**config.mk**
```make
export PLATFORM = sky130hd
export DESIGN_NAME = ap_sequencer
export DESIGN_NICKNAME = d
export VERILOG_FILES = /design/src/rtl/ap_seq_pkg.sv /design/src/rtl/ap_sample_div.sv /design/src/rtl/ap_sequencer.sv
export SDC_FILE = /design/constraint.sdc
export NUM_CORES = 1
export LEC_CHECK = 0
export ABC_AREA = 1
export CORE_ASPECT_RATIO = 1.4
export CORE_MARGIN = 2
export CORE_UTILIZATION = 45
export CTS_BUF_LIST = sky130_fd_sc_hd__clkbuf_4
export DETAILED_ROUTE_END_ITERATION = 10
export PLACE_DENSITY = 0.74
export SLEW_MARGIN = 20
export SYNTH_ARGS = -nofsm -noshare
export SYNTH_HDL_FRONTEND = slang
export SYNTH_HIERARCHICAL = 1
export SYNTH_SLANG_ARGS = --single-unit
```
**constraint.sdc**
```tcl
create_clock -name clk -period 6.6 [get_ports clk]
set_input_delay 1.32 -clock clk [delete_from_list [all_inputs] [get_ports clk]]
set_output_delay 1.32 -clock clk [all_outputs]
set_load 0.05 [all_outputs]
```
**src/rtl/ap_seq_pkg.sv**
```systemverilog
// Shared types and default constants for the audio-processing run-control sequencer.
package ap_seq_pkg;

    typedef enum logic [2:0] {
        ST_IDLE       = 3'd0,
        ST_CLEAR      = 3'd1,
        ST_CAPTURE    = 3'd2,
        ST_DRAIN      = 3'd3,
        ST_WAIT_STATS = 3'd4,
        ST_PRESENT    = 3'd5,
        ST_ERROR      = 3'd6
    } state_t;

    localparam int CLK_DIV_DEF    = 6250;
    localparam int FFT_BINS_DEF   = 64;
    localparam int NUM_FRAMES_DEF = 49;
    localparam int TIMEOUT_DEF    = 4096;
    localparam int CLEAR_CYCLES   = 2;

    // Counter width for a modulo-n count, never narrower than one bit.
    function automatic int cnt_w(input int n);
        return (n > 1) ? $clog2(n) : 1;
    endfunction

    function automatic logic is_busy(input state_t s);
        return (s == ST_CLEAR) || (s == ST_CAPTURE) || (s == ST_DRAIN) ||
               (s == ST_WAIT_STATS) || (s == ST_PRESENT);
    endfunction

    // States in which a stalled pipeline is detected.
    function automatic logic is_watched(input state_t s);
        return (s == ST_CAPTURE) || (s == ST_DRAIN) || (s == ST_WAIT_STATS);
    endfunction

endpackage

```
**src/rtl/ap_sample_div.sv**
```systemverilog
// Audio sample-rate divider: registered one-cycle strobe every CLK_DIV enabled cycles.
module ap_sample_div
    import ap_seq_pkg::*;
#(
    parameter int CLK_DIV = CLK_DIV_DEF
) (
    input  logic clk,
    input  logic rst,
    input  logic en,
    input  logic clr,
    output logic tick
);

    localparam int DIV_W = cnt_w(CLK_DIV);
    localparam logic [DIV_W-1:0] DIV_LAST = DIV_W'(CLK_DIV - 1);

    logic [DIV_W-1:0] cnt_q, cnt_d;
    logic             tick_q, tick_d;

    always_comb begin
        cnt_d  = cnt_q;
        tick_d = 1'b0;
        if (clr) begin
            cnt_d = '0;
        end else if (en) begin
            // Strobe lands the cycle after the count sits at its last value.
            tick_d = (cnt_q == DIV_LAST);
            cnt_d  = (cnt_q == DIV_LAST) ? '0 : cnt_q + DIV_W'(1);
        end
    end

    always_ff @(posedge clk) begin
        if (rst) begin
            cnt_q  <= '0;
            tick_q <= 1'b0;
        end else begin
            cnt_q  <= cnt_d;
            tick_q <= tick_d;
        end
    end

    assign tick = tick_q;

endmodule

```
**src/rtl/ap_sequencer.sv**
```systemverilog
// Run-control FSM for the audio chain: clear, capture, drain, wait for stats,
// present the feature vector, with a stall watchdog and abort.
module ap_sequencer
    import ap_seq_pkg::*;
#(
    parameter int CLK_DIV    = CLK_DIV_DEF,
    parameter int FFT_BINS   = FFT_BINS_DEF,
    parameter int NUM_FRAMES = NUM_FRAMES_DEF,
    parameter int TIMEOUT    = TIMEOUT_DEF
) (
    input  logic                            clk,
    input  logic                            rst,
    input  logic                            start,
    input  logic                            abort,
    input  logic                            frame_ready,
    input  logic                            fft_en,
    input  logic                            stats_valid,
    input  logic                            vector_ready,
    output logic                            sample_en,
    output logic                            pipe_rst,
    output logic                            vector_valid,
    output logic                            busy,
    output logic                            error,
    output logic [$clog2(NUM_FRAMES+1)-1:0] frame_cnt,
    output logic [2:0]                      state_o
);

    localparam int FC_W  = $clog2(NUM_FRAMES + 1);
    localparam int BIN_W = cnt_w(FFT_BINS);
    localparam int WD_W  = cnt_w(TIMEOUT);
    localparam int CC_W  = cnt_w(CLEAR_CYCLES);

    localparam logic [FC_W-1:0]  FRAMES_MAX = FC_W'(NUM_FRAMES);
    localparam logic [BIN_W-1:0] BIN_LAST   = BIN_W'(FFT_BINS - 1);
    localparam logic [WD_W-1:0]  WD_LAST    = WD_W'(TIMEOUT - 1);
    localparam logic [CC_W-1:0]  CC_LAST    = CC_W'(CLEAR_CYCLES - 1);

    state_t           state_q, state_d;
    logic             clr_to_cap_q, clr_to_cap_d;
    logic [CC_W-1:0]  clr_cnt_q, clr_cnt_d;
    logic [FC_W-1:0]  frame_cnt_q, frame_cnt_d, frame_cnt_nxt;
    logic [FC_W-1:0]  fft_frames_q, fft_frames_d, fft_frames_nxt;
    logic [BIN_W-1:0] bin_cnt_q, bin_cnt_d, bin_cnt_nxt;
    logic [WD_W-1:0]  wd_q, wd_d;
    logic             stats_pend_q, stats_pend_d;
    logic             error_q, error_d;
    logic             pipe_rst_q, pipe_rst_d;
    logic             vector_valid_q, vector_valid_d;
    logic             busy_q, busy_d;

    logic progress, wd_fire, clear_ctrs, div_en, div_clr;

    assign progress = frame_ready | fft_en | stats_valid;
    assign wd_fire  = (wd_q == WD_LAST) && !progress;

    // Counter look-ahead without the CLEAR override, so next-state logic
    // can see the post-event value without a loop through state_d.
    always_comb begin
        frame_cnt_nxt  = frame_cnt_q;
        bin_cnt_nxt    = bin_cnt_q;
        fft_frames_nxt = fft_frames_q;
        if (state_q == ST_CAPTURE && frame_ready)
            frame_cnt_nxt = frame_cnt_q + FC_W'(1);
        if (state_q != ST_IDLE && fft_en) begin
            if (bin_cnt_q == BIN_LAST) begin
                bin_cnt_nxt = '0;
                if (fft_frames_q != FRAMES_MAX)
                    fft_frames_nxt = fft_frames_q + FC_W'(1);
            end else begin
                bin_cnt_nxt = bin_cnt_q + BIN_W'(1);
            end
        end
    end

    // Next-state logic; abort outranks every other request.
    always_comb begin
        state_d      = state_q;
        clr_to_cap_d = clr_to_cap_q;
        if (abort && state_q != ST_IDLE) begin
            state_d      = ST_CLEAR;
            clr_to_cap_d = 1'b0;
        end else begin
            case (state_q)
                ST_IDLE, ST_ERROR: begin
                    if (start) begin
                        state_d      = ST_CLEAR;
                        clr_to_cap_d = 1'b1;
                    end
                end
                ST_CLEAR: begin
                    if (clr_cnt_q == CC_LAST)
                        state_d = clr_to_cap_q ? ST_CAPTURE : ST_IDLE;
                end
                ST_CAPTURE: begin
                    if (frame_cnt_nxt == FRAMES_MAX) state_d = ST_DRAIN;
                    else if (wd_fire)                state_d = ST_ERROR;
                end
                ST_DRAIN: begin
                    if (fft_frames_nxt == FRAMES_MAX) state_d = ST_DRAIN == ST_DRAIN ? ST_WAIT_STATS : ST_DRAIN;
                    else if (wd_fire)                 state_d = ST_ERROR;
                end
                ST_WAIT_STATS: begin
                    if (stats_valid || stats_pend_q) state_d = ST_PRESENT;
                    else if (wd_fire)                state_d = ST_ERROR;
                end
                ST_PRESENT: begin
                    if (vector_ready) state_d = ST_IDLE;
                end
                default: state_d = ST_IDLE;
            endcase
        end
    end

    assign clear_ctrs = (state_d == ST_CLEAR) || (state_q == ST_CLEAR);

    always_comb begin
        clr_cnt_d    = (state_q == ST_CLEAR && !abort) ? clr_cnt_q + CC_W'(1) : '0;
        frame_cnt_d  = clear_ctrs ? '0 : frame_cnt_nxt;
        bin_cnt_d    = clear_ctrs ? '0 : bin_cnt_nxt;
        fft_frames_d = clear_ctrs ? '0 : fft_frames_nxt;
        // Watchdog restarts on any progress event and on every state change.
        wd_d = (is_watched(state_q) && state_d == state_q && !progress) ? wd_q + WD_W'(1) : '0;
        stats_pend_d = stats_pend_q;
        if (clear_ctrs || state_q == ST_WAIT_STATS)
            stats_pend_d = 1'b0;
        else if (stats_valid && (state_q == ST_CAPTURE || state_q == ST_DRAIN))
            stats_pend_d = 1'b1;
    end

    // Registered outputs decode the state being entered.
    always_comb begin
        pipe_rst_d     = (state_d == ST_CLEAR);
        vector_valid_d = (state_d == ST_PRESENT);
        busy_d         = is_busy(state_d);
        error_d        = (state_d == ST_ERROR) || (error_q && state_d != ST_CLEAR);
    end

    always_ff @(posedge clk) begin
        if (rst) begin
            state_q        <= ST_IDLE;
            clr_to_cap_q   <= 1'b0;
            clr_cnt_q      <= '0;
            frame_cnt_q    <= '0;
            bin_cnt_q      <= '0;
            fft_frames_q   <= '0;
            wd_q           <= '0;
            stats_pend_q   <= 1'b0;
            error_q        <= 1'b0;
            pipe_rst_q     <= 1'b1;
            vector_valid_q <= 1'b0;
            busy_q         <= 1'b0;
        end else begin
            state_q        <= state_d;
            clr_to_cap_q   <= clr_to_cap_d;
            clr_cnt_q      <= clr_cnt_d;
            frame_cnt_q    <= frame_cnt_d;
            bin_cnt_q      <= bin_cnt_d;
            fft_frames_q   <= fft_frames_d;
            wd_q           <= wd_d;
            stats_pend_q   <= stats_pend_d;
            error_q        <= error_d;
            pipe_rst_q     <= pipe_rst_d;
            vector_valid_q <= vector_valid_d;
            busy_q         <= busy_d;
        end
    end

    // Divider only runs while staying in CAPTURE, so no strobe escapes on exit.
    assign div_en  = (state_q == ST_CAPTURE) && (state_d == ST_CAPTURE);
    assign div_clr = (state_q != ST_CAPTURE);

    ap_sample_div #(.CLK_DIV(CLK_DIV)) u_div (
        .clk  (clk),
        .rst  (rst),
        .en   (div_en),
        .clr  (div_clr),
        .tick (sample_en)
    );

    assign pipe_rst     = pipe_rst_q;
    assign vector_valid = vector_valid_q;
    assign busy         = busy_q;
    assign error        = error_q;
    assign frame_cnt    = frame_cnt_q;
    assign state_o      = state_q;

endmodule

```
==> results.cfg, run 1 <==
[layout]
diodes = 0
layout-drive-gt1-share_pct = 15.4
final_core_util_pct = 51.1
nets = 455
area_growth_pct = 9.73

[outcome]
status = finished, final reports clean

[grt]
grt_pass1_vias = 2567
grt_max_degree = 20
grt_usage_pct = 17.8
grt_antenna_before_repair = 0
grt_pass1_wl_um = 10700
grt_overflow = 0

[die]
core-area_um2 = 6570
die_h_um = 102
die_area_um2 = 7480
ios = 22
fp.dieW_um = 73.7
rows = 35
initial_core_util_pct = 46.6

[drt]
dr.pass1.iters = 5
viasPerCell = 5.08
detail_route.drc_violations = 0
via_count = 2616
totalWireLength_um = 6030
drtIter0Drc = 199
wl_per_cell_um = 11.7
ant_nets = 0

[power]
power.leakage_nw = 1.29
vdd_drop_max_mv = 0.0887
p_per_area_nw_per_um2 = 159

[clock_network]
cts_hold_buf = 0
ctsResizeCount = 0
htree_levels = 2
path_clk_slew_ps = 160
clockBufferDepth = 2
cts_setup_buffers = 0
worst_skew_pair.late_latency_ps = 380
tritoncts = yes
cts_buffers = 5
cts.sinks = 54
cts-root-buf = clkbuf_4

[sta]
fin_crit_sh_pct = 67.5
hold_viol = 0
slew_viol_final = 0
holdWs_ps = 464
finClkSkew_ps = 14.2
tightest_slew_ps = 991
period_needed_ps = 4460
fmax_mhz = 224
setup_ws_ps = 2140
setup-violations-final = 0
rsz0062_at_grt = false
fin_tns_setup_ps = 0
relSlewSlack_pct = 33.5

[worst_setup_path]
start_kind = primary input
critical_path_class = in2reg
critPathArrivalTime_ps = 4750
rr_startpoint = state_o[2]$_SDFF_PP0_
cp.required_ps = 6890
setup.worst_path.start = fft_en
worst_setup_path_end_kind = register
worstPathMaxFanout = 11

[min_path]
hp-start = wd_q[0]$_SDFF_PP0_
hp-class = reg2reg

[synth]
synthCells = 418
synth.distinct_cells = 37
seq_area_frac_synth_pct = 35.3
syn_area_um2 = 3060
yosys_warnings = 6
syn_area_per_cell_um2 = 7.32
syn_nets = 433
ys_ff_latch = 54

[flow_run]
maxCapViolCount = 0

[placed_design]
place_ws_ps = 1730
io_buffers = 21
gpl.final_weighted_congestion = 0.873
dp_hpwl_um = 4610
## routing by layer
layer	track usage, %	up-vias	routed length [um]
met3	3.28	16	192
met1	19.8	1184	2480
met2	32.5	49	3210
met5	0	-	0
met4	7.41	0	148
li1	-	1367	-
## state kept, by name (all words and copies together), names as in the netlist
| register | cells |
|---|---|
| u_div/cnt_q | 13 |
| wd_q | 12 |
| bin_cnt_q | 6 |
| fft_frames_q | 6 |
| frame_cnt | 6 |
| state_o | 3 |
| busy | 1 |
| clr_cnt_q | 1 |
| clr_to_cap_q | 1 |
| error | 1 |
| pipe_rst | 1 |
| stats_pend_q | 1 |
| u_div/tick | 1 |
| vector_valid | 1 |
## critical path, stage by stage
cell and delay (ps):
clkdlybuf4s50_1 510, inv_1 60, a21oi_2 410, nand2_1 170
nand2_1 120, nand2_1 60, nor2_1 190, nand3_2 130
nand3_1 90, nand2_1 60, nand2_1 70, nand3_1 90
nor3_1 780, nand2_2 120, nor2_4 210, nand3_2 120
xor2_1 170, nor2_1 60
## cells in the final DEF (no fill, tap or decap), types with 2 or more instances in the layout
cell type	count
a21oi_1	15
a21oi_2	3
clkbuf_4	5
clkdlybuf4s50_1	21
clkinv_1	2
clkinv_4	2
dfxtp_1	54
ha_1	7
inv_1	49
inv_2	2
nand2_1	86
nand2_2	10
nand2_4	2
nand3_1	33
nand3_2	5
nand3_4	3
nand4_1	10
nand4_2	2
nor2_1	53
nor2_2	24
nor2_4	5
nor3_1	9
o21ai_0	5
xnor2_1	5
xor2_1	16
## cell families after synthesis
| kind of cell | count (synthesis) | share of synthesized area [%] |
|---|---|---|
| and+or+nand+nor | 248 | 41.1 |
| buffers and inverters | 59 | 9.00 |
| DFF | 54 | 35.3 |
| AOI/OAI and AO/OA | 29 | 5.73 |
| xor gates and xnor gates | 21 | 6.01 |
| adders and majority gates | 7 | 2.86 |
## path summary, 6_finish.rpt
path,slack (ps),cells after the start,to
max reg2reg,2790,17,u_div/cnt_q[9]$_SDFFE_PP0P_
max,2140,18,u_div/cnt_q[9]$_SDFFE_PP0P_
min,460,1,wd_q[0]$_SDFF_PP0_
min reg2reg,460,1,wd_q[0]$_SDFF_PP0_
## Yosys cell counts
master     n  area (um2)
o211ai_1   1        7.51
o21ai_0    5        25.0
clkinv_1   1        3.75
nor2_1    53         199
nand3_2    5        50.1
nor3_2     1        10.0
o21ai_1    1        5.00
nand2_2   10        62.6
nor4_1     1        6.26
nand2_4    2        22.5
xnor2_1    5        43.8
dfxtp_1   54        1080
ha_1       7        87.6
inv_2      2        7.51
or2_2      1        6.26
nand3_4    3        52.6
buf_6      5        56.3
nand3b_1   1        7.51
nor2_4     5        56.3
o21ai_2    1        8.76
o21bai_2   1        11.3
nand2_1   86         323
xor2_1    16         140
o211a_1    1        10.0
buf_4      1        7.51
nand4_2    2        25.0
clkinv_8   1        16.3
a21oi_1   15        75.1
a31oi_1    1        6.26
or2_0      1        6.26
nor3_1     9        45.0
a21oi_2    3        26.3
or3_1      1        6.26
inv_1     49         184
nor2_2    24         150
nand4_1   10        62.6
nand3_1   33         165
## metrics by stage
stage	std cells	total power [W]	area, um2
after floorplan	418	0.000376	3060
after global placement	507	0.000390	3300
after detailed placement	507	0.000392	3300
after CTS	515	0.000543	3360
after global routing	515	0.000558	3360
final	515	0.000534	3360
## cell type report
cell class,count,area (um2)
Timing Repair Buffer,21,210
Clock inverter,3,21.3
Sequential cell,54,1080
Inverter,53,211
Clock buffer,5,37.5
Multi-Input combinational cell,305,1700
Tap cell,74,92.6
Fill cell,676,3210
## where the power goes
part	leakage, nW	total, W	internal (W)	switching (W)
Sequential	0.436	0.000333	0.000329	0.00000333
Combinational	0.824	0.0000515	0.0000168	0.0000347
Clock	0.0328	0.000150	0.0000420	0.000108
Total	1.29	0.000534	0.000388	0.000146
Power figures use the tool's default switching activity.
==> run 2: changes to the inputs <==
==> constraint.sdc (replaced) <==
create_clock -name clk -period 4.4 [get_ports clk]
set_input_delay 0.88 -clock clk [delete_from_list [all_inputs] [get_ports clk]]
set_output_delay 0.88 -clock clk [all_outputs]
set_load 0.05 [all_outputs]
==> run 2 against run 1 <==
  * Wire length down 2.7%
  * First-iteration DRC count fell by 21%
  * Final cell count is 0.19% higher
  * Core utilization increased by 0.095 points
  * Die area unchanged
  * Register-to-register slack worse by 1600 ps
==> results.cfg, run 2 (synthesis results as in run 1) <==
[outcome]
status = finished, final reports clean

[die]
rows = 35
die_area_um2 = 7480
core-area_um2 = 6570
die_h_um = 102
ios = 22
initial_core_util_pct = 46.6
fp.dieW_um = 73.7

[clock_network]
cts_setup_buffers = 0
clockBufferDepth = 2
path_clk_slew_ps = 160
tritoncts = yes
cts_buffers = 5
cts_hold_buf = 0
cts.sinks = 54
worst_skew_pair.late_latency_ps = 390
ctsResizeCount = 0
cts-root-buf = clkbuf_4
htree_levels = 2

[power]
pwr-share-comb_pct = 9.5
p_int_w = 0.000582
power.net_switching_w = 0.000222
p_per_area_nw_per_um2 = 239
p_clk_share_pct = 28.5
switching_share_pct = 27.6
p_seq_share_pct = 62.0
power.leakage_nw = 1.29
vdd_drop_max_mv = 0.206

[worst_setup_path]
endpoint = u_div/cnt_q[6]$_SDFFE_PP0P_
worstPathMaxFanout = 11
worst_setup_path_end_kind = register
critical_path_class = in2reg
critPathArrivalTime_ps = 3760
start_kind = primary input
ff2ff_setup_slack_ps = 1200
cp.required_ps = 4730
rr_worst_depth = 18
setup.worst_path.start = fft_en
rr_startpoint = state_o[2]$_SDFF_PP0_
timing.rr.end = u_div/cnt_q[6]$_SDFFE_PP0P_

[layout]
multi_input_area_um2 = 1700
stdcell_area_um2 = 3360
largest_reg_flops = 13
layout-drive-gt1-share_pct = 15.6
regMostFlops = u_div/cnt_q
regArea_um2 = 1080
nets = 456
final_common_cell = nand2_1
area_growth_pct = 9.94
diodes = 0
fillCellCount = 656
layout_common_cells = nand2_1 (86), dfxtp_1 (54), nor2_1 (53), inv_1 (49), nand3_1 (33)
finalNonFillerCells = 516
reg_top3 = u_div/cnt_q x13, wd_q x12

[sta]
rsz0062_at_grt = false
period_needed_ps = 3420
holdWs_ps = 463
fin_crit_sh_pct = 77.8
finClkSkew_ps = 13.5
hold_viol = 0
fmax_mhz = 292
relSlewSlack_pct = 63.2
tightest_slew_ps = 552
setup-violations-final = 0
slew_viol_final = 0
fin_tns_setup_ps = 0

[drt]
ant_nets = 0
drtIter0Drc = 157
via_count = 2648
detail_route.drc_violations = 0
wl_per_cell_um = 11.4
totalWireLength_um = 5870
viasPerCell = 5.13
dr.pass1.iters = 4

[placed_design]
dp_hpwl_um = 4550
gpl.final_weighted_congestion = 0.897
io_buffers = 21
dpl-instance-area_um2 = 3310
dpl.cell_count = 508

[flow_run]
maxCapViolCount = 0

[grt]
grt_max_degree = 20
grt_pass1_wl_um = 10200
grt_pass1_vias = 2477
grt_usage_pct = 17.0
grt_antenna_before_repair = 0
grt_overflow = 0

[min_path]
hp-class = reg2reg
-- run 2: cell count changes in the layout (fill, tap and decap cells not counted), sizes merged --
cell / previous run / this run
buf: 0 / 1
clkinv: 5 / 3
clkinvlp: 0 / 1
inv: 51 / 52
-- run 2: worst min path at each step --
stage | from | endpoint | slack (ps) | cells past startpoint
after floorplan | wd_q[0]$_SDFF_PP0_ | wd_q[0]$_SDFF_PP0_ | 420 | 1
final | wd_q[0]$_SDFF_PP0_ | wd_q[0]$_SDFF_PP0_ | 460 | 1
after global placement | wd_q[0]$_SDFF_PP0_ | wd_q[0]$_SDFF_PP0_ | 430 | 1
after CTS | wd_q[0]$_SDFF_PP0_ | wd_q[0]$_SDFF_PP0_ | 470 | 1
after global routing | wd_q[0]$_SDFF_PP0_ | wd_q[0]$_SDFF_PP0_ | 500 | 1
after detailed placement | wd_q[0]$_SDFF_PP0_ | wd_q[0]$_SDFF_PP0_ | 450 | 1
-- run 2: power by group through the flow --
stage	clock (W)	combinational, W	sequential, W
floorplan	0	0.0000451	0.000519
global placement	0	0.0000765	0.000509
detailed placement	0	0.0000764	0.000509
finish	0.000230	0.0000763	0.000499
CTS	0.000240	0.0000766	0.000499
global route	0.000257	0.0000851	0.000500
-- run 2: stage by stage --
step | total power, W | util, % | worst slack, ps
4_1_cts | 0.000815 | 51.2 | 981
2_1_floorplan | 0.000564 | - | 1500
6_report | 0.000805 | 51.2 | 977
5_1_grt | 0.000842 | 51.2 | 620
3_5_place_dp | 0.000586 | 50.3 | 563
3_3_place_gp | 0.000586 | 50.3 | 590
-- run 2: cell type report --
cell class	instances	area share, %
Multi-Input combinational cell	305	50.6
Sequential cell	54	32.1
Timing Repair Buffer	22	6.47
Inverter	53	6.29
Tap cell	74	2.75
Clock buffer	5	1.12
Clock inverter	3	0.595
-- run 2: metal layers --
layer | vias up | part of all wire [%] | global-route usage (%)
met2 | 45 | 52 | 30.7
met1 | 1212 | 42 | 18.9
met4 | 0 | 2.5 | 7.97
met5 | - | 0 | 0
li1 | 1376 | - | -
met3 | 15 | 2.7 | 3.08
-- run 2: critical path, cell delays in order --
cell and delay (ps):
clkdlybuf4s50_1 520, inv_1 60, a21oi_2 420, nand2_1 190
nand2_1 120, nand2_1 60, nor2_1 150, nand3_2 120
nand3_1 90, nand2_1 50, nand2_1 70, nand3_1 80
nor3_1 150, buf_4 190, nand3_2 90, nor2_2 110
nand2_1 70, or2_0 210, a21oi_2 110
==> run 3: changes to the inputs <==
==> constraint.sdc (replaced) <==
create_clock -name clk -period 3.3 [get_ports clk]
set_input_delay 0.66 -clock clk [delete_from_list [all_inputs] [get_ports clk]]
set_output_delay 0.66 -clock clk [all_outputs]
set_load 0.05 [all_outputs]
==> run 3 against run 2 <==
  * Sequential share of layout area fell by 1.0 points
  * Combinational power up 47%
  * Global-route usage increased by 0.82 points
  * Clock skew fell by 4.3 ps
  * Largest power group unchanged
  * Critical endpoint is now u_div/cnt_q[12]$_SDFFE_PP0P_
  * Non-clock buffer count grew 14
  * Largest cell class unchanged
==> results.cfg, run 3 (synthesis results as in run 1) <==
[outcome]
status = finished, final reports clean

[sta]
rsz0062_at_grt = false
slew_viol_final = 0
fmax_mhz = 344
hold_viol = 0
period_needed_ps = 2910
setup_ws_ps = 392
holdWs_ps = 455
fin_crit_sh_pct = 88.1
finClkSkew_ps = 9.16
fin_tns_setup_ps = 0
tightest_slew_ps = 539
setup-violations-final = 0
relSlewSlack_pct = 64.0

[die]
die_area_um2 = 7480
initial_core_util_pct = 46.6
rows = 35
core-area_um2 = 6570
ios = 22
fp.dieW_um = 73.7
die_h_um = 102

[worst_setup_path]
cpPeakStageDelay_ps = 520
critical_path_class = in2reg
rr_worst_depth = 20
cp.required_ps = 3630
path_common_cell = nand2_1
path_cells = clkdlybuf4s50_1 -> inv_1 -> a21oi_2 -> buf_4 -> nand3_1 -> nand2_1 -> nand2_1 -> nand2_1 -> inv_1 -> nand3_2 -> nand2_1 -> nand2_1 -> nand2_2 -> nand2_4 -> inv_2 -> nor3_1 -> buf_4 -> nand2_2 -> nor2_2 -> nand2_4 -> o21ai_2 -> nand3_1 -> nor2_1
ff2ff_setup_slack_ps = 470
critPathArrivalTime_ps = 3240
cpLargestDelayFamily = simple AND/OR/NAND/NOR gates
timing.rr.end = u_div/cnt_q[12]$_SDFFE_PP0P_
worst_setup_path_end_kind = register
cp_slowest_cell = clkdlybuf4s50_1
setup.worst_path.start = fft_en
worstPathMaxFanout = 6
path_buf_inv = 6
rr_startpoint = bin_cnt_q[0]$_SDFFE_PP0N_
start_kind = primary input

[placed_design]
dp_hpwl_um = 4750
io_buffers = 21
place_ws_ps = -76.3
gpl.final_weighted_congestion = 0.843

[drt]
dr.pass1.iters = 4
viasPerCell = 5.02
detail_route.drc_violations = 0
drtIter0Drc = 133
ant_nets = 0
totalWireLength_um = 6110
via_count = 2660
wl_per_cell_um = 11.5

[layout]
reg_top3 = u_div/cnt_q x13, wd_q x12
regArea_um2 = 1080
regMostFlops = u_div/cnt_q
diodes = 0
largest_reg_flops = 13
nets = 470
fillCellCount = 623
final_common_cell = nand2_1
area_growth_pct = 13.6
multi_input_area_um2 = 1710
layout_common_cells = nand2_1 (86), dfxtp_1 (54), nor2_1 (53), inv_1 (49), nand3_1 (33)
layout-drive-gt1-share_pct = 18.4

[clock_network]
clockBufferDepth = 2
cts_buffers = 5
worst_skew_pair.late_latency_ps = 380
tritoncts = yes
htree_levels = 2
cts_hold_buf = 0
path_clk_slew_ps = 160
cts-root-buf = clkbuf_4
cts.sinks = 54

[grt]
grt_pass1_wl_um = 10800
grt_max_degree = 20
grt_pass1_vias = 2623
grt_overflow = 0
grt_usage_pct = 17.8
grt_antenna_before_repair = 0

[power]
p_per_area_nw_per_um2 = 310
power.leakage_nw = 1.37
switching_share_pct = 27.2
p_clk_share_pct = 27.8
p_seq_share_pct = 61.8
pwr-share-comb_pct = 10.4
vdd_drop_max_mv = 0.237
power.net_switching_w = 0.000293
p_int_w = 0.000783
total_power_w = 0.00108

[min_path]
hp-start = wd_q[0]$_SDFF_PP0_
whs_endpoint = wd_q[0]$_SDFF_PP0_
hp-class = reg2reg
holdPathStages = 1

[flow_run]
maxCapViolCount = 0
-- run 3: cell count changes in the layout (fill, tap and decap cells not counted) --
cell	previous run	this run
nor3_1	9	8
nor3_2	1	2
clkinv_4	0	2
inv_6	1	0
clkinvlp_4	1	0
buf_4	1	15
-- run 3: worst register-to-register path: cells and delay by family, from the launching register on --
family          cells  cell delay (ps)
compound gates      1              110
fa+ha+maj           1              220
buf+inv             1              170
flops               1              410
simple gates       17             1880
-- run 3: final cells by class --
class | instances | area share, %
clock buffer | 5 | 1.08
clock inverter | 3 | 0.612
inverter | 53 | 6.09
multi-input combinational | 305 | 49.2
sequential | 54 | 31.1
tap | 74 | 2.66
timing repair buffer | 36 | 9.29
-- run 3: power by group through the flow --
| stage | Sequential (W) | Combinational [W] | Clock (W) |
|---|---|---|---|
| floorplan | 0.000692 | 0.0000601 | 0 |
| detailed placement | 0.000679 | 0.000112 | 0 |
| finish | 0.000665 | 0.000112 | 0.000299 |
| CTS | 0.000666 | 0.000112 | 0.000316 |
| global route | 0.000667 | 0.000122 | 0.000332 |
| global placement | 0.000679 | 0.000110 | 0 |
-- run 3: repair_timing --
| item | CTS | global route |
|---|---|---|
| gates resized for setup | 0 | 1 |
| setup endpoints to repair | 0 | 1 |
| endpoints found under the hold margin | 0 | 0 |
| buffers inserted | 0 | 0 |
-- run 3: stage by stage --
stage	area (um2)	instances	util, %
final	3470	530	52.9
after global routing	3470	530	52.9
after CTS	3470	530	52.8
after detailed placement	3410	522	51.9
after global placement	3410	522	51.9
after floorplan	3060	418	-
-- run 3: how the worst max path moves through the flow --
stage | endpoint | cells past startpoint
after global routing | u_div/cnt_q[6]$_SDFFE_PP0P_ | 22
final | u_div/cnt_q[12]$_SDFFE_PP0P_ | 23
after CTS | u_div/cnt_q[12]$_SDFFE_PP0P_ | 19
after detailed placement | u_div/cnt_q[12]$_SDFFE_PP0P_ | 19
after global placement | u_div/cnt_q[5]$_SDFFE_PP0P_ | 18
after floorplan | u_div/cnt_q[9]$_SDFFE_PP0P_ | 18
-- run 3: metal layers --
metal / vias up / part of all wire [%] / GRT usage [%]
met4: 0 / 1.9 / 7.55
met2: 41 / 54 / 33.4
li1: 1401 / - / -
met1: 1209 / 42 / 19.1
met3: 9 / 2.3 / 3.08
met5: - / 0 / 0
